$ cat config.mk
export PLATFORM = sky130hd
export DESIGN_NAME = bram_load_responder
export DESIGN_NICKNAME = d
export VERILOG_FILES = /design/src/rtl/bram_load_responder_pkg.sv /design/src/rtl/bram_load_responder_resp_fifo.sv /design/src/rtl/bram_load_responder.sv
export SDC_FILE = /design/constraint.sdc
export NUM_CORES = 1
export LEC_CHECK = 0
export CAP_MARGIN = 20
export CORE_UTILIZATION = 30
export CTS_CLUSTER_DIAMETER = 200
export DETAILED_ROUTE_END_ITERATION = 7
export GPL_TIMING_DRIVEN = 0
export HOLD_SLACK_MARGIN = 0.02
export PLACE_DENSITY_LB_ADDON = 0.12
export SLEW_MARGIN = 20
export SYNTH_ARGS = -nofsm -noshare
export SYNTH_HDL_FRONTEND = slang
export SYNTH_HIERARCHICAL = 1
export SYNTH_SLANG_ARGS = --single-unit
$ cat constraint.sdc
create_clock -name clk -period 3.6 [get_ports clk]
set_input_delay 0.54 -clock clk [delete_from_list [all_inputs] [get_ports clk]]
set_output_delay 0.54 -clock clk [all_outputs]
set_load 0.02 [all_outputs]
$ cat src/rtl/bram_load_responder_pkg.sv
// Shared handshake definitions for the BRAM load responder and its response buffer.
// Holds the BRAM read latency and the pointer sizing helper.
package bram_load_responder_pkg;

   // Cycles between ram_en and valid ram_dout.
   localparam int RAM_RD_LATENCY = 1;

   // Width of a pointer that wraps modulo depth; at least 1 bit so DEPTH=1 stays legal.
   function automatic int ptrBits(input int depth);
      return (depth > 1) ? $clog2(depth) : 1;
   endfunction

endpackage

$ cat src/rtl/bram_load_responder_resp_fifo.sv
// Response buffer: circular FIFO with combinational head read and pointers wrapping modulo DEPTH.
// A push while full is only accepted together with a pop, so the buffer can never overflow.
module resp_fifo
   import bram_load_responder_pkg::*;
#(
   parameter int DATA_TYPE = 32,
   parameter int DEPTH     = 3
) (
   input  logic                       clk,
   input  logic                       rst,
   input  logic                       push,
   input  logic [DATA_TYPE-1:0]       pushData,
   input  logic                       pop,
   output logic [DATA_TYPE-1:0]       popData,
   output logic                       full,
   output logic                       empty,
   output logic [$clog2(DEPTH+1)-1:0] count
);

   localparam int PTR_W = ptrBits(DEPTH);
   localparam int CNT_W = $clog2(DEPTH + 1);

   logic [DATA_TYPE-1:0] mem [DEPTH];
   logic [PTR_W-1:0]     wrPtr;
   logic [PTR_W-1:0]     rdPtr;
   logic                 doPush;
   logic                 doPop;

   function automatic logic [PTR_W-1:0] nextPtr(input logic [PTR_W-1:0] ptr);
      return (ptr == PTR_W'(DEPTH - 1)) ? '0 : ptr + 1'b1;
   endfunction

   assign full    = (count == CNT_W'(DEPTH));
   assign empty   = (count == '0);
   assign doPop   = pop && !empty;
   assign doPush  = push && (!full || doPop);
   assign popData = mem[rdPtr];

   // NOTE: state registers use non-blocking assignments so every flop samples pre-edge values.
   always_ff @(posedge clk or negedge rst) begin
      if (!rst) begin
         wrPtr <= '0;
         rdPtr <= '0;
         count <= '0;
      end else begin
         if (doPush) wrPtr <= nextPtr(wrPtr);
         if (doPop)  rdPtr <= nextPtr(rdPtr);
         case ({doPush, doPop})
            2'b10:   count <= count + 1'b1;
            2'b01:   count <= count - 1'b1;
            default: count <= count;
         endcase
      end
   end

   // NOTE: storage has no reset; the cleared count and pointers make stale words unreachable.
   always_ff @(posedge clk) begin
      if (doPush) mem[wrPtr] <= pushData;
   end

endmodule

$ cat src/rtl/bram_load_responder.sv
// Load-port responder for a 1-cycle BRAM: forwards accepted addresses straight to the BRAM,
// captures the read word one cycle later and returns words in issue order through a small FIFO.
module bram_load_responder
   import bram_load_responder_pkg::*;
#(
   parameter int DATA_TYPE = 32,
   parameter int ADDR_TYPE = 32,
   parameter int DEPTH     = 3
) (
   input  logic                 clk,
   input  logic                 rst,
   input  logic [ADDR_TYPE-1:0] addrIn,
   input  logic                 addrIn_valid,
   output logic                 addrIn_ready,
   output logic [DATA_TYPE-1:0] dataOut,
   output logic                 dataOut_valid,
   input  logic                 dataOut_ready,
   output logic                 ram_en,
   output logic [ADDR_TYPE-1:0] ram_addr,
   input  logic [DATA_TYPE-1:0] ram_dout
);

   localparam int CNT_W = $clog2(DEPTH + 1);
   localparam int OCC_W = $clog2(DEPTH + RAM_RD_LATENCY + 1);

   logic             inflight;
   logic             addrXfer;
   logic             dataXfer;
   logic             fifoFull;
   logic             fifoEmpty;
   logic [CNT_W-1:0] fifoCount;
   logic [OCC_W-1:0] occupancy;

   assign addrXfer = addrIn_valid && addrIn_ready;
   assign ram_en   = addrXfer;
   assign ram_addr = addrIn;

   assign dataOut_valid = !fifoEmpty;
   assign dataXfer      = dataOut_valid && dataOut_ready;

   // Set by each accepted address; marks the cycle in which ram_dout carries its word.
   always_ff @(posedge clk or negedge rst) begin
      if (!rst) inflight <= 1'b0;
      else      inflight <= addrXfer;
   end

   // Ready reserves a FIFO slot for the word still inside the BRAM, so it never depends on
   // dataOut_ready or addrIn_valid and a push can never find the buffer full.
   // NOTE: every always_comb output gets a value on every path, so no latch is inferred.
   always_comb begin
      occupancy    = OCC_W'(fifoCount) + OCC_W'(inflight);
      addrIn_ready = rst && !fifoFull && (occupancy < OCC_W'(DEPTH));
   end

   resp_fifo #(
      .DATA_TYPE (DATA_TYPE),
      .DEPTH     (DEPTH)
   ) u_respFifo (
      .clk      (clk),
      .rst      (rst),
      .push     (inflight),
      .pushData (ram_dout),
      .pop      (dataXfer),
      .popData  (dataOut),
      .full     (fifoFull),
      .empty    (fifoEmpty),
      .count    (fifoCount)
   );

endmodule

* After elaboration in Yosys (flattened, before gate mapping)
Memories as Yosys holds them, arrays and structs flattened. Index checks and enable logic that the tools add are counted.
Cells by class: equality and inequality tests 5, reductions and logical operators 11, muxes and demuxes 5, magnitude comparators 1, $add $sub $neg 5
Operator list (number):
- 2-bit equality test (second input constant) | 4
- 2-bit by 1-bit adder with 2-bit output (second input constant) | 3
- 1-bit logical AND | 6
- 2-bit two-way mux | 2
- 2-bit case mux with 2 select lines | 1
- 2-bit by 1-bit adder with 3-bit output | 1
- 3-bit by 2-bit less-than comparator with 1-bit output (second input constant) | 1
- 2-bit by 1-bit equality test with 1-bit output (second input constant) | 1
- 1-bit zero test | 2
- 2-bit zero test | 1
- 1-bit two-way mux | 2
- 2-bit nonzero test | 1
- 2-bit by 1-bit subtractor with 2-bit output (second input constant) | 1
- 1-bit logical OR | 1
Word-level totals: memories kept 1, output and inout bits 67, input port bits 68, word-level logic and storage cells 32, memory bits (writable) 96, register bits 7
Memories:
- u_respFifo.mem | words 3, bits a word 32, rd ports 1, clocked after memory_dff 0, write ports 1, RTL line bram_load_responder_resp_fifo.sv:23 | logic [DATA_TYPE-1:0] mem [DEPTH];

* Logic depth before layout (Yosys ltp)
depth after elaboration 8, mapped depth 8, mapped depth without buffers 8

* Modules after synthesis
Netlist, hierarchy kept.
Modules (own cells, without submodules):
- resp_fifo | times used 1, cells each 232, sequential area each 3032.9 um2, area each 3873.7 um2
- bram_load_responder | times used 1, cells each 40, sequential area each 25.0 um2, area each 326.6 um2

* Worst setup path after synthesis
No wires, ideal clock.
path type input port to flip-flop, start in dataOut_ready, end mem u_respFifo.mem[2][0], enable pin, setup time 468 ps, stages 3, arrival time 3289 ps, required time 3132 ps, slack -157 ps, path buffers 0, path through nor2b_1 o21ai_4 nor3b_1
Between the ends: longest elaborated chain between the ends 6
RTL lines:
- from (decl) | RTL line bram_load_responder.sv:17 | input logic dataOut_ready,
- 1-bit logical AND | RTL line bram_load_responder.sv:39 | assign dataXfer = dataOut_valid && dataOut_ready;
- 1-bit logical AND | RTL line bram_load_responder_resp_fifo.sv:35 | assign doPop = pop && !empty;
- 1-bit logical OR | RTL line bram_load_responder_resp_fifo.sv:36 | assign doPush = push && (!full || doPop);
- 1-bit logical AND | RTL line bram_load_responder_resp_fifo.sv:36
- 1-bit two-way mux | RTL line bram_load_responder_resp_fifo.sv:58 | if (doPush) mem[wrPtr] <= pushData;
- 1-bit two-way mux (implied by the code) | RTL line bram_load_responder_resp_fifo.sv:58
- to (decl) | RTL line bram_load_responder_resp_fifo.sv:23
Every way passes these cells.

* Worst setup path in the final report
start reg u_respFifo.count[0], end out ram_en
Between the ends: longest elaborated chain between the ends 5, elaborated cells on any way between the ends 7, those cells by class 1 x add/sub; 1 x order compare; 1 x eq/ne; 4 x reduce/logical
RTL lines:
- from (decl) | RTL line bram_load_responder_resp_fifo.sv:17 | output logic [$clog2(DEPTH+1)-1:0] count
- from (signal assigned) | RTL line bram_load_responder_resp_fifo.sv:49 | 2'b10: count <= count + 1'b1;
- from (signal assigned) | RTL line bram_load_responder_resp_fifo.sv:50 | 2'b01: count <= count - 1'b1;
- from (signal assigned) | RTL line bram_load_responder_resp_fifo.sv:51 | default: count <= count;
- parallel branches: the longest is 3 deep, another holds 2-bit by 1-bit adder with 3-bit output
- 1-bit logical AND * | RTL line bram_load_responder.sv:52 | addrIn_ready = rst && !fifoFull && (occupancy < OCC_W'(DEPTH));
- 1-bit logical AND * | RTL line bram_load_responder.sv:34 | assign addrXfer = addrIn_valid && addrIn_ready;
- to (decl) | RTL line bram_load_responder.sv:18 | output logic ram_en,
Every way passes the cells marked *.

==> results.py <==
metrics = {
    "status": {
        "outcome": "completed",
    },
    "clocking": {
        "clockBufferDepth": 2,
        "cts_resized": 0,
        "cts_buffers": 9,
        "htreeDepth": 3,
        "cts_tree": "yes",
        "clk_pin_slew_ns": 0.06,
        "ctsHoldBuffers": 0,
        "clk_root_buffer_cell": "clkbuf_16",
        "post_cts_buffers": 0,
        "clk_latency_ns": 0.34,
        "cts_sinks": 103,
    },
    "placed_design": {
        "dpl.cell_count": 557,
        "port_buffers": 102,
        "place.gp.congestion": 0.659,
        "dp_hpwl_um": 5470,
    },
    "floorplanning": {
        "dieArea_mm2": 0.0145,
        "io_pins": 135,
        "initial_core_util": 0.312,
        "die_y_um": 120,
        "die_w_um": 120,
        "floorplan.rows": 42,
        "coreArea_mm2": 0.0135,
    },
    "cells_and_area": {
        "antenna-diode-count": 0,
        "instances_no_fill": 572,
        "finalNetCount": 463,
        "synthToLayoutAreaGrowth_pct": 39.2,
        "drive_gt1_frac": 0.172,
    },
    "global_route": {
        "grt_usage": 0.116,
        "grt_max_degree": 33,
        "grt_first_pass_wirelength_um": 12400,
        "antenna_found_initial": 0,
        "grt_pass1_vias": 2327,
        "grt_overflow_total": 0,
    },
    "drt": {
        "drc": 0,
        "drtPass1Iterations": 4,
        "wl_per_cell_um": 14.2,
        "wl_um": 8120,
        "vias_per_cell": 4.35,
        "final_antenna_net_count": 0,
        "drt_first_iter_violations": 86,
        "vias": 2491,
    },
    "setup_path": {
        "cp.required_ns": 3.06,
        "cp.arrival_ns": 2.30,
        "max_stage_delay_ns": 0.61,
        "startpoint_type": "flip-flop",
        "crit_fanout": 6,
        "cp_common_cell": "ha_1",
        "crit_type": "reg -> out",
        "slowest_stage": "clkdlybuf4s50_1",
        "worstRegToRegCells": 7,
        "critPathCaptureType": "output pin",
        "crit_chain": "ha_1, ha_1, a211oi_2, and3_1, clkdlybuf4s50_1",
    },
    "timing": {
        "rsz0062_at_grt": "no",
        "max_clock_freq_mhz": 353,
        "fin_worst_skew_ns": 0.00539,
        "max-slew-margin-rel": 0.408,
        "drv_slew": 0,
        "hold_violations": 0,
        "setup_violations": 0,
        "period_minus_slack_ns": 2.84,
        "setup_tns_ns": 0,
        "finalCritPeriodShare": 0.788,
        "worst_pin_slew_ns": 0.888,
    },
    "logic_synthesis": {
        "synthesis.area_mm2": 0.00420,
        "synth_area_per_cell_um2": 15.4,
        "synthTopCellsByArea": "edfxtp_1, mux2i_1, buf_4",
        "synth_most_common_cell": "edfxtp_1",
        "synth-seq-area-share": 0.728,
        "synth_nets": 343,
        "synth_edf_count": 96,
        "yosysWarnings": 6,
        "ys_seq_elements": 103,
        "synth_top_cell_by_area": "edfxtp_1",
        "synth_top_area_share": 0.686,
        "synthArstFlopShare": 0.0680,
        "ys.flop_type": "edfxtp_1",
        "synth_common_cells": "edfxtp_1, buf_4, nand2_1, o21ai_0, mux2i_1",
        "yosysUniqueCellTypes": 25,
        "synth_cells": 272,
    },
    "min_path": {
        "hold_class": "in -> async",
    },
    "power": {
        "p_leak_nw": 2.11,
        "powerDensity_mw_per_mm2": 702,
        "ir_drop_v": 0.000227,
    },
    "job": {
        "cap_violations": 0,
    },
}
area by class of cell:
type	count	area, um2
fill	1237	7600
sequential	103	3060
timing repair buffer	109	1100
multi-input combinational	123	835
buffer	43	313
clock buffer	9	225
tap	176	220
clock inverter	6	86.3
inverter	3	11.3
critical path, delay by kind of cell, from the launching register on:
kind / cells / cell delay [ns]
and+or+nand+nor: 1 / 0.20
adders and majority gates: 2 / 0.50
DFF: 1 / 0.46
AOI/OAI and AO/OA: 1 / 0.19
buffers and inverters: 1 / 0.61
power by group:
part | switching (W) | leakage, nW | total (W) | internal [W]
Clock | 0.000399 | 0.153 | 0.00100 | 0.000604
Combinational | 0.000829 | 0.997 | 0.00156 | 0.000729
Sequential | 0.0000691 | 0.955 | 0.00154 | 0.00147
registers in the layout, summed over array words and instances (netlist names):
| signal | flops |
|---|---|
| u_respFifo/rdPtr | 2 |
| u_respFifo/count | 2 |
| u_respFifo/mem | 96 |
| inflight | 1 |
| u_respFifo/wrPtr | 2 |
final timing paths:
check	startpoint	to	slack [ns]
worst max-delay path	u_respFifo/count[0]	ram_en	0.76
worst min-delay path	rst	u_respFifo/rdPtr[0]	0.49
worst max register to register	u_respFifo/count[0]	u_respFifo/mem[0][16]	1.22
worst min register to register	u_respFifo/count[1]	u_respFifo/count[1]	0.56
max in group asynchronous	rst	u_respFifo/wrPtr[1]	2.84
min in group clk	u_respFifo/count[1]	u_respFifo/count[1]	0.56
cell usage in the layout, fill, tap and decap left out, types with 2 or more instances in the layout:
cell,count
clkbuf_16,9
mux2i_1,32
inv_1,3
ha_1,3
nor2_1,3
buf_4,36
clkinv_4,2
clkdlybuf4s50_1,102
bufinv_16,2
nor2b_1,2
clkbuf_1,5
xnor2_1,2
buf_6,6
nand2_1,34
buf_8,2
edfxtp_1,96
o21ai_0,34
mux2_4,2
dfrtp_1,7
cell families (layout without fill, tap and decap cells):
logic type               after synthesis  in the layout  share of synthesized area
AO/OA/AOI/OAI                         37             37                     0.0492
buffers and inverters                 46            170                     0.0771
multiplexers                          34             34                     0.0834
XOR/XNOR                               3              3                    0.00626
flip-flops                           103            103                      0.728
AND/OR/NAND/NOR                       46             46                     0.0471
adder cells (fa/ha/maj)                3              3                    0.00894
metal layers:
layer	up-vias	share of wire	global-route usage
met5	-	0	0
met4	0	0.016	0.0556
met3	10	0.074	0.0259
met2	110	0.50	0.200
met1	1170	0.41	0.136
li1	1201	-	-
stage by stage:
| step | hold WS (ns) | area (um2) | power [W] | setup slack [ns] | utilization |
|---|---|---|---|---|---|
| after global routing | 0.512 | 5850 | 0.00433 | 0.576 | 0.435 |
| final | 0.488 | 5850 | 0.00410 | 0.765 | 0.435 |
| after floorplan | 0.244 | 4210 | 0.00246 | 0.0332 | - |
| after CTS | 0.488 | 5850 | 0.00419 | 0.682 | 0.435 |
| after global placement | 0.554 | 5450 | 0.00313 | -2.38 | 0.405 |
| after detailed placement | 0.550 | 5540 | 0.00317 | 0.734 | 0.412 |
(Power assumes the default switching activity.)
